File: config.mk
export PLATFORM = sky130hd
export DESIGN_NAME = pixel_tx_scheduler
export DESIGN_NICKNAME = d
export VERILOG_FILES = /design/src/rtl/pixel_tx_scheduler.sv
export SDC_FILE = /design/constraint.sdc
export NUM_CORES = 1
export LEC_CHECK = 0
export CAP_MARGIN = 40
export CORE_AREA = 2 2 286 288
export CTS_CLUSTER_SIZE = 14
export DETAILED_ROUTE_END_ITERATION = 8
export DIE_AREA = 0 0 288 290
export PLACE_DENSITY = 0.76
export SETUP_SLACK_MARGIN = 0.05
export SLEW_MARGIN = 20
export SYNTH_ARGS = -nofsm -noshare
export SYNTH_HDL_FRONTEND = slang
export SYNTH_SLANG_ARGS = --single-unit
File: constraint.sdc
create_clock -name tx_pixel_clk -period 2.4 [get_ports tx_pixel_clk]
set_clock_uncertainty 0.15 [all_clocks]
set_input_delay 0.24 -clock tx_pixel_clk [delete_from_list [all_inputs] [get_ports tx_pixel_clk]]
set_output_delay 0.24 -clock tx_pixel_clk [all_outputs]
set_load 0.02 [all_outputs]
File: src/rtl/pixel_tx_scheduler.sv
// Pixel packet launch scheduler: arbitrates held miner results against periodic heartbeats and
// launches one generator packet per request during vertical blanking, with ack/frame timeouts.
module pixel_tx_scheduler #(
   parameter int unsigned DLEN          = 32'h002b,
   parameter int unsigned activeVideo_h = 640,
   parameter int unsigned activeVideo_v = 480,
   parameter int unsigned HB_PERIOD     = 60,
   parameter int unsigned MAX_RES_RUN   = 4,
   parameter int unsigned ACK_TIMEOUT   = 8,
   parameter int unsigned FRAME_TIMEOUT = 2
) (
   input  logic                tx_pixel_clk,
   input  logic                rst_n,
   input  logic [9:0]          x,
   input  logic [9:0]          y,
   input  logic                result_valid,
   input  logic [DLEN*8-1:0]   result_data,
   output logic                result_ready,
   input  logic                gen_busy,
   output logic [DLEN*8-1:0]   gen_data,
   output logic                gen_write_enable,
   output logic                gen_data_available,
   output logic [15:0]         frames_sent,
   output logic                err_timeout
);

   localparam int unsigned DW = DLEN * 8;

   localparam logic [9:0]  VActive = 10'(activeVideo_v);
   localparam logic [15:0] HbLast  = 16'(HB_PERIOD - 1);
   localparam logic [15:0] MaxRun  = 16'(MAX_RES_RUN);
   localparam logic [15:0] AckLast = 16'(ACK_TIMEOUT - 1);
   localparam logic [15:0] FtoLast = 16'(FRAME_TIMEOUT - 1);

   // Blanking must be reachable on a 10-bit line coordinate.
   if (HB_PERIOD < 1 || ACK_TIMEOUT < 1 || FRAME_TIMEOUT < 1) begin : g_bad_timing
      $error("pixel_tx_scheduler: HB_PERIOD, ACK_TIMEOUT and FRAME_TIMEOUT must be >= 1");
   end
   if (activeVideo_h < 1 || activeVideo_h > 1024 || activeVideo_v > 1022) begin : g_bad_video
      $error("pixel_tx_scheduler: active video size does not fit 10-bit coordinates");
   end

   typedef enum logic [2:0] {StIdle, StLaunch, StWaitAck, StActive, StDone} state_e;

   state_e          state_q, state_d;
   logic            frame_start_q, frame_start_d;
   logic            hold_full_q, hold_full_d;
   logic [DW-1:0]   hold_data_q, hold_data_d;
   logic            hb_pending_q, hb_pending_d;
   logic [15:0]     hb_cnt_q, hb_cnt_d;
   logic [15:0]     res_run_q, res_run_d;
   logic [15:0]     ack_cnt_q, ack_cnt_d;
   logic [15:0]     fto_cnt_q, fto_cnt_d;
   logic            cur_hb_q, cur_hb_d;
   logic [DW-1:0]   gen_data_q, gen_data_d;
   logic [15:0]     frames_sent_q, frames_sent_d;
   logic            err_q, err_d;

   logic blank;
   logic sel_result, sel_hb;
   logic launch_res, launch_hb;
   logic clr_served, hb_set;

   assign blank      = (y > VActive);
   assign sel_result = hold_full_q && (!hb_pending_q || (res_run_q < MaxRun));
   assign sel_hb     = !sel_result && hb_pending_q;

   always_comb begin
      state_d       = state_q;
      frame_start_d = (x == 10'd0) && (y == 10'd0);
      hold_full_d   = hold_full_q;
      hold_data_d   = hold_data_q;
      hb_pending_d  = hb_pending_q;
      hb_cnt_d      = hb_cnt_q;
      res_run_d     = res_run_q;
      ack_cnt_d     = ack_cnt_q;
      fto_cnt_d     = fto_cnt_q;
      cur_hb_d      = cur_hb_q;
      gen_data_d    = gen_data_q;
      frames_sent_d = frames_sent_q;
      err_d         = err_q;
      launch_res    = 1'b0;
      launch_hb     = 1'b0;
      clr_served    = 1'b0;
      hb_set        = 1'b0;

      if (result_valid && !hold_full_q) begin
         hold_full_d = 1'b1;
         hold_data_d = result_data;
      end

      if (frame_start_q) begin
         if (hb_cnt_q == HbLast) begin
            hb_cnt_d = 16'd0;
            hb_set   = 1'b1;
         end else begin
            hb_cnt_d = hb_cnt_q + 16'd1;
         end
      end

      unique case (state_q)
         StIdle: begin
            if (blank && !gen_busy && (sel_result || sel_hb)) begin
               state_d    = StLaunch;
               cur_hb_d   = sel_hb;
               launch_res = sel_result;
               launch_hb  = sel_hb;
               if (sel_result) gen_data_d = hold_data_q;
            end
         end
         StLaunch: begin
            state_d   = StWaitAck;
            ack_cnt_d = 16'd0;
         end
         StWaitAck: begin
            if (gen_busy) begin
               state_d   = StActive;
               fto_cnt_d = 16'd0;
            end else if (ack_cnt_q == AckLast) begin
               // Request stays pending and is retried at the next blank.
               err_d   = 1'b1;
               state_d = StIdle;
            end else begin
               ack_cnt_d = ack_cnt_q + 16'd1;
            end
         end
         StActive: begin
            if (!gen_busy) begin
               state_d = StDone;
            end else if (frame_start_q) begin
               if (fto_cnt_q == FtoLast) begin
                  err_d      = 1'b1;
                  clr_served = 1'b1;
                  state_d    = StIdle;
               end else begin
                  fto_cnt_d = fto_cnt_q + 16'd1;
               end
            end
         end
         StDone: begin
            frames_sent_d = frames_sent_q + 16'd1;
            clr_served    = 1'b1;
            state_d       = StIdle;
         end
         default: state_d = StIdle;
      endcase

      // Served result is always held, so this never collides with a capture.
      if (clr_served && !cur_hb_q) hold_full_d = 1'b0;

      if (hb_set) begin
         hb_pending_d = 1'b1;
      end else if (clr_served && cur_hb_q) begin
         hb_pending_d = 1'b0;
      end

      if (!hb_pending_q || launch_hb) begin
         res_run_d = 16'd0;
      end else if (launch_res) begin
         res_run_d = res_run_q + 16'd1;
      end
   end

   always_ff @(posedge tx_pixel_clk or negedge rst_n) begin
      if (!rst_n) begin
         state_q       <= StIdle;
         frame_start_q <= 1'b0;
         hold_full_q   <= 1'b0;
         hold_data_q   <= '0;
         hb_pending_q  <= 1'b0;
         hb_cnt_q      <= 16'd0;
         res_run_q     <= 16'd0;
         ack_cnt_q     <= 16'd0;
         fto_cnt_q     <= 16'd0;
         cur_hb_q      <= 1'b0;
         gen_data_q    <= '0;
         frames_sent_q <= 16'd0;
         err_q         <= 1'b0;
      end else begin
         state_q       <= state_d;
         frame_start_q <= frame_start_d;
         hold_full_q   <= hold_full_d;
         hold_data_q   <= hold_data_d;
         hb_pending_q  <= hb_pending_d;
         hb_cnt_q      <= hb_cnt_d;
         res_run_q     <= res_run_d;
         ack_cnt_q     <= ack_cnt_d;
         fto_cnt_q     <= fto_cnt_d;
         cur_hb_q      <= cur_hb_d;
         gen_data_q    <= gen_data_d;
         frames_sent_q <= frames_sent_d;
         err_q         <= err_d;
      end
   end

   assign result_ready       = !hold_full_q;
   assign gen_data           = gen_data_q;
   assign gen_write_enable   = (state_q == StLaunch) && !cur_hb_q;
   assign gen_data_available = (state_q == StLaunch) && cur_hb_q;
   assign frames_sent        = frames_sent_q;
   assign err_timeout        = err_q;

endmodule

Yosys cells after proc, flatten, opt, wreduce, memory -nomap -nowiden --
Index checks and enable logic that the tools add are counted.
Storage, ports and cells: flip-flop bits (word level) 776, word-level logic and storage cells 109, output and inout bits 364
Cells by class: $lt $le $gt $ge 2, reduce and logical (&&, ||, !) cells 32, add/sub/neg operators 5, equal/unequal tests 19, multiplexer cells 38
Operator list (number):
- 16-bit two-way mux | 9
- 16-bit by 1-bit adder with 16-bit output (second input constant) | 5
- 16-bit case mux with 2 select lines | 2
- 10-bit logical NOT | 2
- 1-bit two-way mux | 18
- 3-bit two-way mux | 6
- 2-bit != test (second input constant) | 9
- 16-bit by 1-bit equality test with 1-bit output (second input constant) | 1
- 16-bit by 3-bit equality test with 1-bit output (second input constant) | 1
- 16-bit by 6-bit equality test with 1-bit output (second input constant) | 1
- 16-bit by 3-bit < comparator with 1-bit output (second input constant) | 1
- 3-bit case mux with 4 select lines | 1
- 10-bit by 9-bit greater-than comparator with 1-bit output (second input constant) | 1
- 1-bit logical AND | 10
- 2-bit nonzero test | 5
- 3-bit != test (second input constant) | 3
- 3-bit by 2-bit equality test with 1-bit output (second input constant) | 2
- 3-bit AND reduction | 2
- 6-bit AND reduction | 1
- 1-bit logical NOT | 5
- 5-bit AND reduction | 1
- 1-bit case mux with 2 select lines | 2
- 4-bit AND reduction | 1
- 3-bit by 1-bit equality test with 1-bit output (second input constant) | 1
- 4 further kinds | 6

Longest topological paths before layout --
Gate-level depths: netlist of run 1.
word-level depth 11, depth in mapped cells 8, mapped depth without buffers 6

Worst setup path after synthesis of run 1 --
No wires, ideal clock.
kind reg-to-reg, start point register state_q[1], end point register gen_data_q[100] (netlist: gen_data[100]), arrival time 1.890 ns, required time 2.125 ns, slack 0.235 ns, buffers on the path 4, stages on the path, launching flop included 9, cells stage by stage dfrtp_1 buf_6 nor4_4 o211a_4 and3_1 buf_6 buf_12 buf_12 mux2_4
Between the ends: cells in the longest elaborated chain, start to end 2
RTL lines:
- from (decl) | line 45 | state_e state_q, state_d;
- from (signal assigned) | line 166 | state_q <= StIdle;
- from (signal assigned) | line 180 | state_q <= state_d;
- 3-bit logical NOT | line 101 | unique case (state_q)
- 3-bit AND reduction (no source line)
- to (signal assigned) | line 190 | gen_data_q <= gen_data_d;
- to (decl) | line 55 | logic [DW-1:0] gen_data_q, gen_data_d;
Every way passes these cells. A chain may end at the register's enable or synchronous reset.

Worst setup path after layout of run 1 --
start point register res_run_q[8], end point register gen_data_q[27] (netlist: gen_data[27])
Between the ends: cells in the longest elaborated chain, start to end 8
RTL lines:
- from (decl) | line 51 | logic [15:0] res_run_q, res_run_d;
- from (signal assigned) | line 186 | res_run_q <= res_run_d;
- 16-bit by 3-bit < comparator with 1-bit output (*) | line 65 | assign sel_result = hold_full_q && (!hb_pending_q || (res_run_q < MaxRun));
- 1-bit logical OR (*) | line 65
- 1-bit logical AND (*) | line 65
- 1-bit logical NOT | line 66 | assign sel_hb = !sel_result && hb_pending_q;
- 1-bit logical AND | line 66
- 1-bit logical OR | line 103 | if (blank && !gen_busy && (sel_result || sel_hb)) begin
- 1-bit logical AND | line 103
- 3-bit AND reduction (no source line) (*)
Mark *: on every way between the ends. The rest lies on a longest branch, timed or not.

==> metrics.md, run 1 <==
| Metric | Value |
|---|---|
| Status | `completed` |
| Peak Freq | `between 0.4 and 0.5 GHz` |
| Die Span X | `288 µm` |
| Core area | `about 80000 µm²` |
| DRT Pass-1 Iters | `5` |
| DR vias | `19500` |
| Synth Instances | `1923` |
| Final setup viols | `0` |
| Routability cong. | `0.851` |
| Filler cells | `6204` |
| Most used cell, CP | `buf_12` |
| Synth Register Bits | `approximately 780` |
| Post-placement cell area | `40400 µm²` |
| Final wirelength | `85100 µm` |
| Power Density | `between 1000 and 1500 nW/µm²` |
| Initial DRC Count | `roughly 860` |
| Post-synth EDFFs | `0` |
| Register area share after synthesis | `about three fifths` |
| Share of layout cells above drive strength 1 | `between 30% and 40%` |
| Hold crit path type | `in2reg` |
| Area fraction of the dominant cell type after synthesis | `61.6%` |
| Num rows | `104` |
| NumNets Final | `around 3200` |
| Final Hold Viols | `0` |
| Vias in the first global route | `between 20000 and 25000` |
| Register area | `between 15000 and 20000 µm²` |
| Worst setup EP type | `register` |
| PortBufs | `731` |
| Fraction of registers with async set/reset | `100%` |
| Die area | `83500 µm²` |
| Post-Synthesis Cell Area | `approximately 32000 µm²` |
| Synth-to-Final Area Change | `40.6%` |
| Clock root buffer | `clkbuf_16` |
| Synth area leader | `dfrtp_1` |
| Syn Nets | `~2300` |
| ANT nets after route | `0` |
| Crit path max fanout | `6` |
| GRT Total Usage | `approximately a fifth` |
| Initial antenna violation count | `17` |
| Actual slew at the worst max-slew pin | `roughly 0.67 ns` |
| Met2 usage in global routing | `roughly 33%` |
| Area of the multi-input gates | `approximately 11000 µm²` |
| H-tree levels | `3` |
| Met1 GRT Util | `between 20 and 25%` |
| GR Util met3 | `under 10%` |
| Sink Count | `between 700 and 800` |
| Design Power | `59.2 mW` |
| CP delay by family, top | `buffers and inverters` |
| Final instance area | `44300 µm²` |
| Pin count of the biggest net entering global routing | `83` |
| Final worst path period share | `approximately 99%` |
| First-pass GRT wire length | `~130000 µm` |
| Cell with the most instances after synthesis | `dfrtp_1` |
| Post-synth top flop | `dfrtp_1` |
| Peak VDD IR | `about 0.00098 V` |
| Slew margin rel. | `55.0%` |
| Leak Pwr | `between 15 and 20 nW` |
| Routed length per instance | `around 22 µm` |
| IO Pins | `732` |
| Starting Density | `39.3%` |
| Setup_tns | `0 ns` |
| Grt total ovfl | `0` |
| Detailed-route DRC error count | `0` |
| Yosys Warn Count | `0` |
| Max incr delay on CP | `0.44 ns` |
| Critical path startpoint category | `register` |
| Commonest cells in the netlist | `dfrtp_1, mux2_2, mux2_4, mux2_1, nand2_1` |
| Via/cell ratio | `around 5.0` |
| Pins Over Slew Limit | `0` |
| TritonCTS clock tree | `built` |
| Slowest stage cell, crit path | `dfrtp_2` |
| WS Path Type | `reg2reg` |
| Reg clk slew, reported paths | `approximately 0.060 ns` |
| Dominant cells by area after synthesis | `dfrtp_1, mux2_4, mux2_2, buf_12, mux2_1` |
| Mean Syn Cell Area | `approximately 16 µm²` |
| CTS buffer count | `83` |
| CP cell instances | `nor4b_4 -> a41o_1 -> and3_4 -> buf_12 -> buf_12 -> buf_16 -> clkbuf_16 -> mux2_4` |
| Max-cap violations | `0` |
| Chip height | `between 200 and 300 µm` |
| Final critical-path required period | `2.38 ns` |
| Number of distinct library cells after synthesis | `54` |
| WP data arrival | `2.75 ns` |
| Post-DP HPWL | `58900 µm` |
| RSZ-0062 raised after global routing | `true` |
| CP required | `roughly 2.8 ns` |
| WP buf/inv | `4` |
| Clock Tree Buf Depth | `3` |
| Clock Latency Late Sink | `~0.64 ns` |
| Gr busiest metal | `met2` |
-- registers in the layout (all words and copies together), names as in the netlist --
| name | count |
|---|---|
| hb_pending_q | 1 |
| frames_sent | 16 |
| hold_full_q | 1 |
| hold_data_q | 344 |
| hb_cnt_q | 16 |
| res_run_q | 16 |
| frame_start_q | 1 |
| err_timeout | 1 |
| fto_cnt_q | 16 |
| cur_hb_q | 1 |
| ack_cnt_q | 16 |
| gen_data | 344 |
| state_q | 3 |
-- cell usage in the layout (no fill, tap or decap), types with 20 or more instances in the layout --
cell | netlist | routed
a21oi_1 | 20 | 20
buf_12 | 33 | 29
buf_4 | 0 | 58
clkbuf_16 | 0 | 103
clkdlybuf4s50_1 | 0 | 728
dfrtp_1 | 776 | 773
mux2_1 | 44 | 37
mux2_2 | 344 | 344
mux2_4 | 300 | 307
nand2_1 | 44 | 44
nand3_1 | 28 | 28
nor2_1 | 36 | 35
o21ai_0 | 20 | 20
xnor2_1 | 23 | 23
-- where the power goes --
part	total (mW)	internal (mW)	leakage [nW]	switching, mW
clock	13.4	7.91	1.42	5.48
combinational	22.9	13.5	8.23	9.36
sequential	23.0	19.1	9.50	3.86
total	59.2	40.5	19.1	18.7
-- metrics by stage --
step | hold WS, ns | std cells | util [%] | setup WS, ns
finish | 0.0571 | 3925 | 55.3 | 0.0199
global route | 0.0312 | 3924 | 55.3 | -0.0364
CTS | 0.0143 | 3875 | 54.1 | 0.0146
detailed placement | 0.0643 | 3717 | 50.4 | -0.208
global placement | 0.0553 | 3717 | 50.4 | -0.199
floorplan | -0.206 | 1923 | - | 0.235
-- cell type report --
cell class / count / share of cell area, %
flip-flops and latches: 776 / 43.8
diodes: 10 / 0.0565
well taps: 1060 / 2.99
clock inverters: 38 / 1.14
repair buffers: 872 / 21.3
multi-input cells: 1042 / 25.2
inverters: 12 / 0.102
clock buffers: 115 / 5.39
-- final timing paths --
kind,endpoint,from,slack [ns],cells past startpoint
min in group asynchronous,gen_data[196],rst_n,0.50,3
worst min-delay path,hold_data_q[281],result_data[281],0.06,2
worst max register to register,gen_data[27],res_run_q[8],0.02,8
worst min register to register,gen_data[5],hold_data_q[5],0.32,1
max in group asynchronous,res_run_q[12],rst_n,0.56,5
worst max-delay path,gen_data[27],res_run_q[8],0.02,8
-- repair_timing --
| item | in CTS | in global routing |
|---|---|---|
| endpoints found under the setup margin | 222 | 353 |
| endpoints found under the hold margin | 563 | 0 |
| hold buffers | 3 | 0 |
| resized for setup | 13 | 56 |
| gates cloned | 1 | 26 |
| setup buffers | 1 | 15 |
| pin swaps | 1 | 3 |
-- metal layers --
metal | wire (µm) | vias up
met3 | 6020 | 193
met4 | 3300 | 12
met1 | 32600 | 9958
li1 | - | 8636
met2 | 43100 | 668
met5 | 73 | -
-- logic make-up (layout without fill, tap and decap cells) --
logic type	after synthesis	in the layout	synth area share, %
other	0	10	0
multiplexers	696	696	28.4
AO/OA/AOI/OAI	76	76	1.57
AND/OR/NAND/NOR	234	234	4.13
buffers and inverters	105	1037	3.20
flip-flops	776	776	61.6
XOR/XNOR	30	30	0.834
adder cells (fa/ha/maj)	6	6	0.238
(Power assumes the default switching activity.)
==> run 2: changes to the inputs <==
--- a/config.mk
+++ b/config.mk
@@ -10,7 +10,7 @@
 export CTS_CLUSTER_SIZE = 14
 export DETAILED_ROUTE_END_ITERATION = 8
 export DIE_AREA = 0 0 288 290
-export PLACE_DENSITY = 0.76
+export PLACE_DENSITY = 0.67
 export SETUP_SLACK_MARGIN = 0.05
 export SLEW_MARGIN = 20
 export SYNTH_ARGS = -nofsm -noshare
==> run 2 against run 1 <==
Sequential share of layout area is 0.13 points higher; critical path depth is 1 lower; power is 0.47% lower; register-to-register slack better by 0.08 ns; cell area is 0.30% lower; die area stayed put; clock power hardly changed; sequential cell count stayed put; maximum frequency is 3.3% higher; setup slack better by 0.077 ns; sequential power hardly changed; clock-buffer cell count is 6 higher.
==> metrics.md, run 2 (synthesis gave the netlist of run 1 again) <==
| Metric | Value |
|---|---|
| Status | `completed (unchanged)` |
| Slowest stage cell, crit path | `dfrtp_2 (unchanged)` |
| Clock Tree Buf Depth | `3 (unchanged)` |
| Crit path max fanout | `8 (was 6)` |
| Chip height | `290 µm (unchanged)` |
| GRT Total Usage | `19.6% (was 19.3%)` |
| Most common cell after layout, fill and taps aside | `dfrtp_1 (unchanged)` |
| Sw frac | `31.2% (was 31.6%)` |
| Setup_tns | `0 ns (unchanged)` |
| DR vias | `19400 (was 19500)` |
| Clock Latency Late Sink | `0.63 ns (was 0.64 ns)` |
| Peak Freq | `0.434 GHz (was 0.420 GHz)` |
| Setup WS post-layout | `0.0968 ns (was 0.0199 ns)` |
| Die area | `83500 µm² (unchanged)` |
| Share of layout cells above drive strength 1 | `32.9% (was 33.2%)` |
| Final wirelength | `84700 µm (was 85100 µm)` |
| WP data arrival | `2.66 ns (was 2.75 ns)` |
| Clock root buffer | `clkbuf_16 (unchanged)` |
| CTS buffer count | `86 (was 83)` |
| Routability cong. | `0.854 (was 0.851)` |
| Slew margin rel. | `59.2% (was 55.0%)` |
| Num rows | `104 (unchanged)` |
| Psw | `18.4 mW (was 18.7 mW)` |
| Final critical-path required period | `2.30 ns (was 2.38 ns)` |
| Max-cap violations | `0 (unchanged)` |
| H-tree levels | `3 (unchanged)` |
| Clock power share | `23.2% (was 22.6%)` |
| Initial antenna violation count | `24 (was 17)` |
| WP buf/inv | `3 (was 4)` |
| Worst setup path startpoint | `res_run_q[6] (was res_run_q[8])` |
| Pin count of the biggest net entering global routing | `57 (was 83)` |
| Final non-filler cell total | `3938 (was 3925)` |
| Hold crit path type | `in2async (was in2reg)` |
| Via/cell ratio | `4.93 (was 4.96)` |
| First-pass GRT wire length | `127000 µm (was 126000 µm)` |
| RSZ-0062 raised after global routing | `true (unchanged)` |
| Post-DP HPWL | `61400 µm (was 58900 µm)` |
| WS Path Type | `reg2reg (unchanged)` |
| CP required | `2.75 ns (was 2.77 ns)` |
| Sink Count | `776 (unchanged)` |
| Pins Over Slew Limit | `0 (unchanged)` |
| DRT Pass-1 Iters | `5 (unchanged)` |
| Final worst path period share | `96.0% (was 99.2%)` |
| Register area | `19400 µm² (unchanged)` |
| IO Pins | `732 (unchanged)` |
| Reg clk slew, reported paths | `0.06 ns (about the same)` |
| Internal power | `40.5 mW (about the same)` |
| PortBufs | `731 (unchanged)` |
| Fin util | `55.1% (was 55.3%)` |
| Peak VDD IR | `0.000861 V (was 0.000982 V)` |
| Routed length per instance | `21.5 µm (was 21.7 µm)` |
| Grt total ovfl | `0 (unchanged)` |
| CP cell instances | `nor4_4 -> a41o_1 -> and3_4 -> buf_12 -> buf_16 -> clkbuf_16 -> mux2_4 (was nor4b_4 -> a41o_1 -> and3_4 -> buf_12 -> buf_12 -> buf_16 -> clkbuf_16 -> mux2_4)` |
| Reg-to-reg startpoint | `res_run_q[6] (was res_run_q[8])` |
| Filler cells | `6433 (was 6204)` |
| Starting Density | `39.3% (unchanged)` |
| Dpl ws | `-0.0995 ns (was -0.208 ns)` |
| Synth-to-Final Area Change | `40.2% (was 40.6%)` |
| Max incr delay on CP | `0.42 ns (was 0.44 ns)` |
| Worst setup EP type | `register (unchanged)` |
| Leak Pwr | `19.1 nW (about the same)` |
| Die Span X | `288 µm (unchanged)` |
| Actual slew at the worst max-slew pin | `0.611 ns (was 0.669 ns)` |
| Part of the power in combinational logic | `38.2% (was 38.6%)` |
| Power Density | `1330 nW/µm² (was 1340 nW/µm²)` |
| Initial DRC Count | `787 (was 864)` |
| Final setup viols | `0 (unchanged)` |
| Flop pwr share | `38.6% (was 38.8%)` |
| Core area | `80200 µm² (unchanged)` |
| TritonCTS clock tree | `built (unchanged)` |
| Hold Worst Slack | `0.0250 ns (was 0.0571 ns)` |
| Vias in the first global route | `21100 (was 21300)` |
| CP delay by family, top | `buffers and inverters (unchanged)` |
| Most frequent cells in the layout | `dfrtp_1, clkdlybuf4s50_1, mux2_2 (unchanged)` |
| DP Cell Count | `3740 (was 3717)` |
| ANT nets after route | `0 (unchanged)` |
| Detailed-route DRC error count | `0 (unchanged)` |
| Area of the multi-input gates | `11100 µm² (was 11200 µm²)` |
| NumNets Final | `3167 (was 3161)` |
| Critical path startpoint category | `register (unchanged)` |
| Final Hold Viols | `0 (unchanged)` |
## run 2: cell types whose count changed in the layout (fill, tap and decap cells not counted), sizes merged
cell / change
diode: +7
dlygate4sd3: -1
clkbuf: -2
bufinv: +1
inv: -1
buf: +12
clkinv: -3
## run 2: metrics by stage
stage / power (mW) / area (µm²)
2_1_floorplan: 35.1 / 31500
3_3_place_gp: 44.3 / 40600
3_5_place_dp: 45.1 / 40600
4_1_cts: 59.2 / 43600
5_1_grt: 61.8 / 44200
6_report: 59.0 / 44200
## run 2: power by group through the flow
stage | combinational [mW] | sequential [mW] | clock [mW]
2_1_floorplan | 9.70 | 25.4 | 0
3_3_place_gp | 21.6 | 22.6 | 0
3_5_place_dp | 22.1 | 23.0 | 0
4_1_cts | 22.3 | 22.8 | 14.0
5_1_grt | 23.7 | 23.5 | 14.6
6_report | 22.5 | 22.8 | 13.7
## run 2: layout make-up
type	instances	area share, %
flip-flops and latches	776	44.0
multi-input cells	1042	25.2
repair buffers	875	20.9
clock buffers	121	5.61
well taps	1060	3.00
clock inverters	35	1.09
inverters	12	0.102
diodes	17	0.0963
## run 2: timing repair
action                     in CTS  in global routing
setup endpoints to repair     188                338
hold endpoints to repair      394                  0
gates resized for setup        19                 30
gates cloned                    0                 16
hold buffers                    1                  0
pin swaps                       1                  4
buffers inserted                1                  7
## run 2: worst paths after layout
path	cells after the start	end	slack (ns)
worst max-delay path	7	gen_data[150]	0.1
worst min-delay path	2	hold_data_q[137]	0.02
worst max register to register	7	gen_data[150]	0.1
worst min register to register	1	frames_sent[15]	0.32
max in group asynchronous	4	hold_data_q[61]	1.16
min in group tx_pixel_clk	2	hold_data_q[44]	0.06
## run 2: worst reg2reg max path: stages (launching register included)
cell	delay, ns
dfrtp_2	0.42
nor4_4	0.28
a41o_1	0.23
and3_4	0.23
buf_12	0.16
buf_16	0.19
clkbuf_16	0.21
mux2_4	0.30
## run 2: per-layer routing
| metal | track usage (%) | up-vias | wire length (µm) |
|---|---|---|---|
| li1 | - | 8670 | - |
| met1 | 22.9 | 9909 | 32400 |
| met2 | 32.9 | 634 | 42500 |
| met3 | 6.24 | 173 | 6650 |
| met4 | 8.83 | 12 | 3110 |
| met5 | 0 | - | 73 |
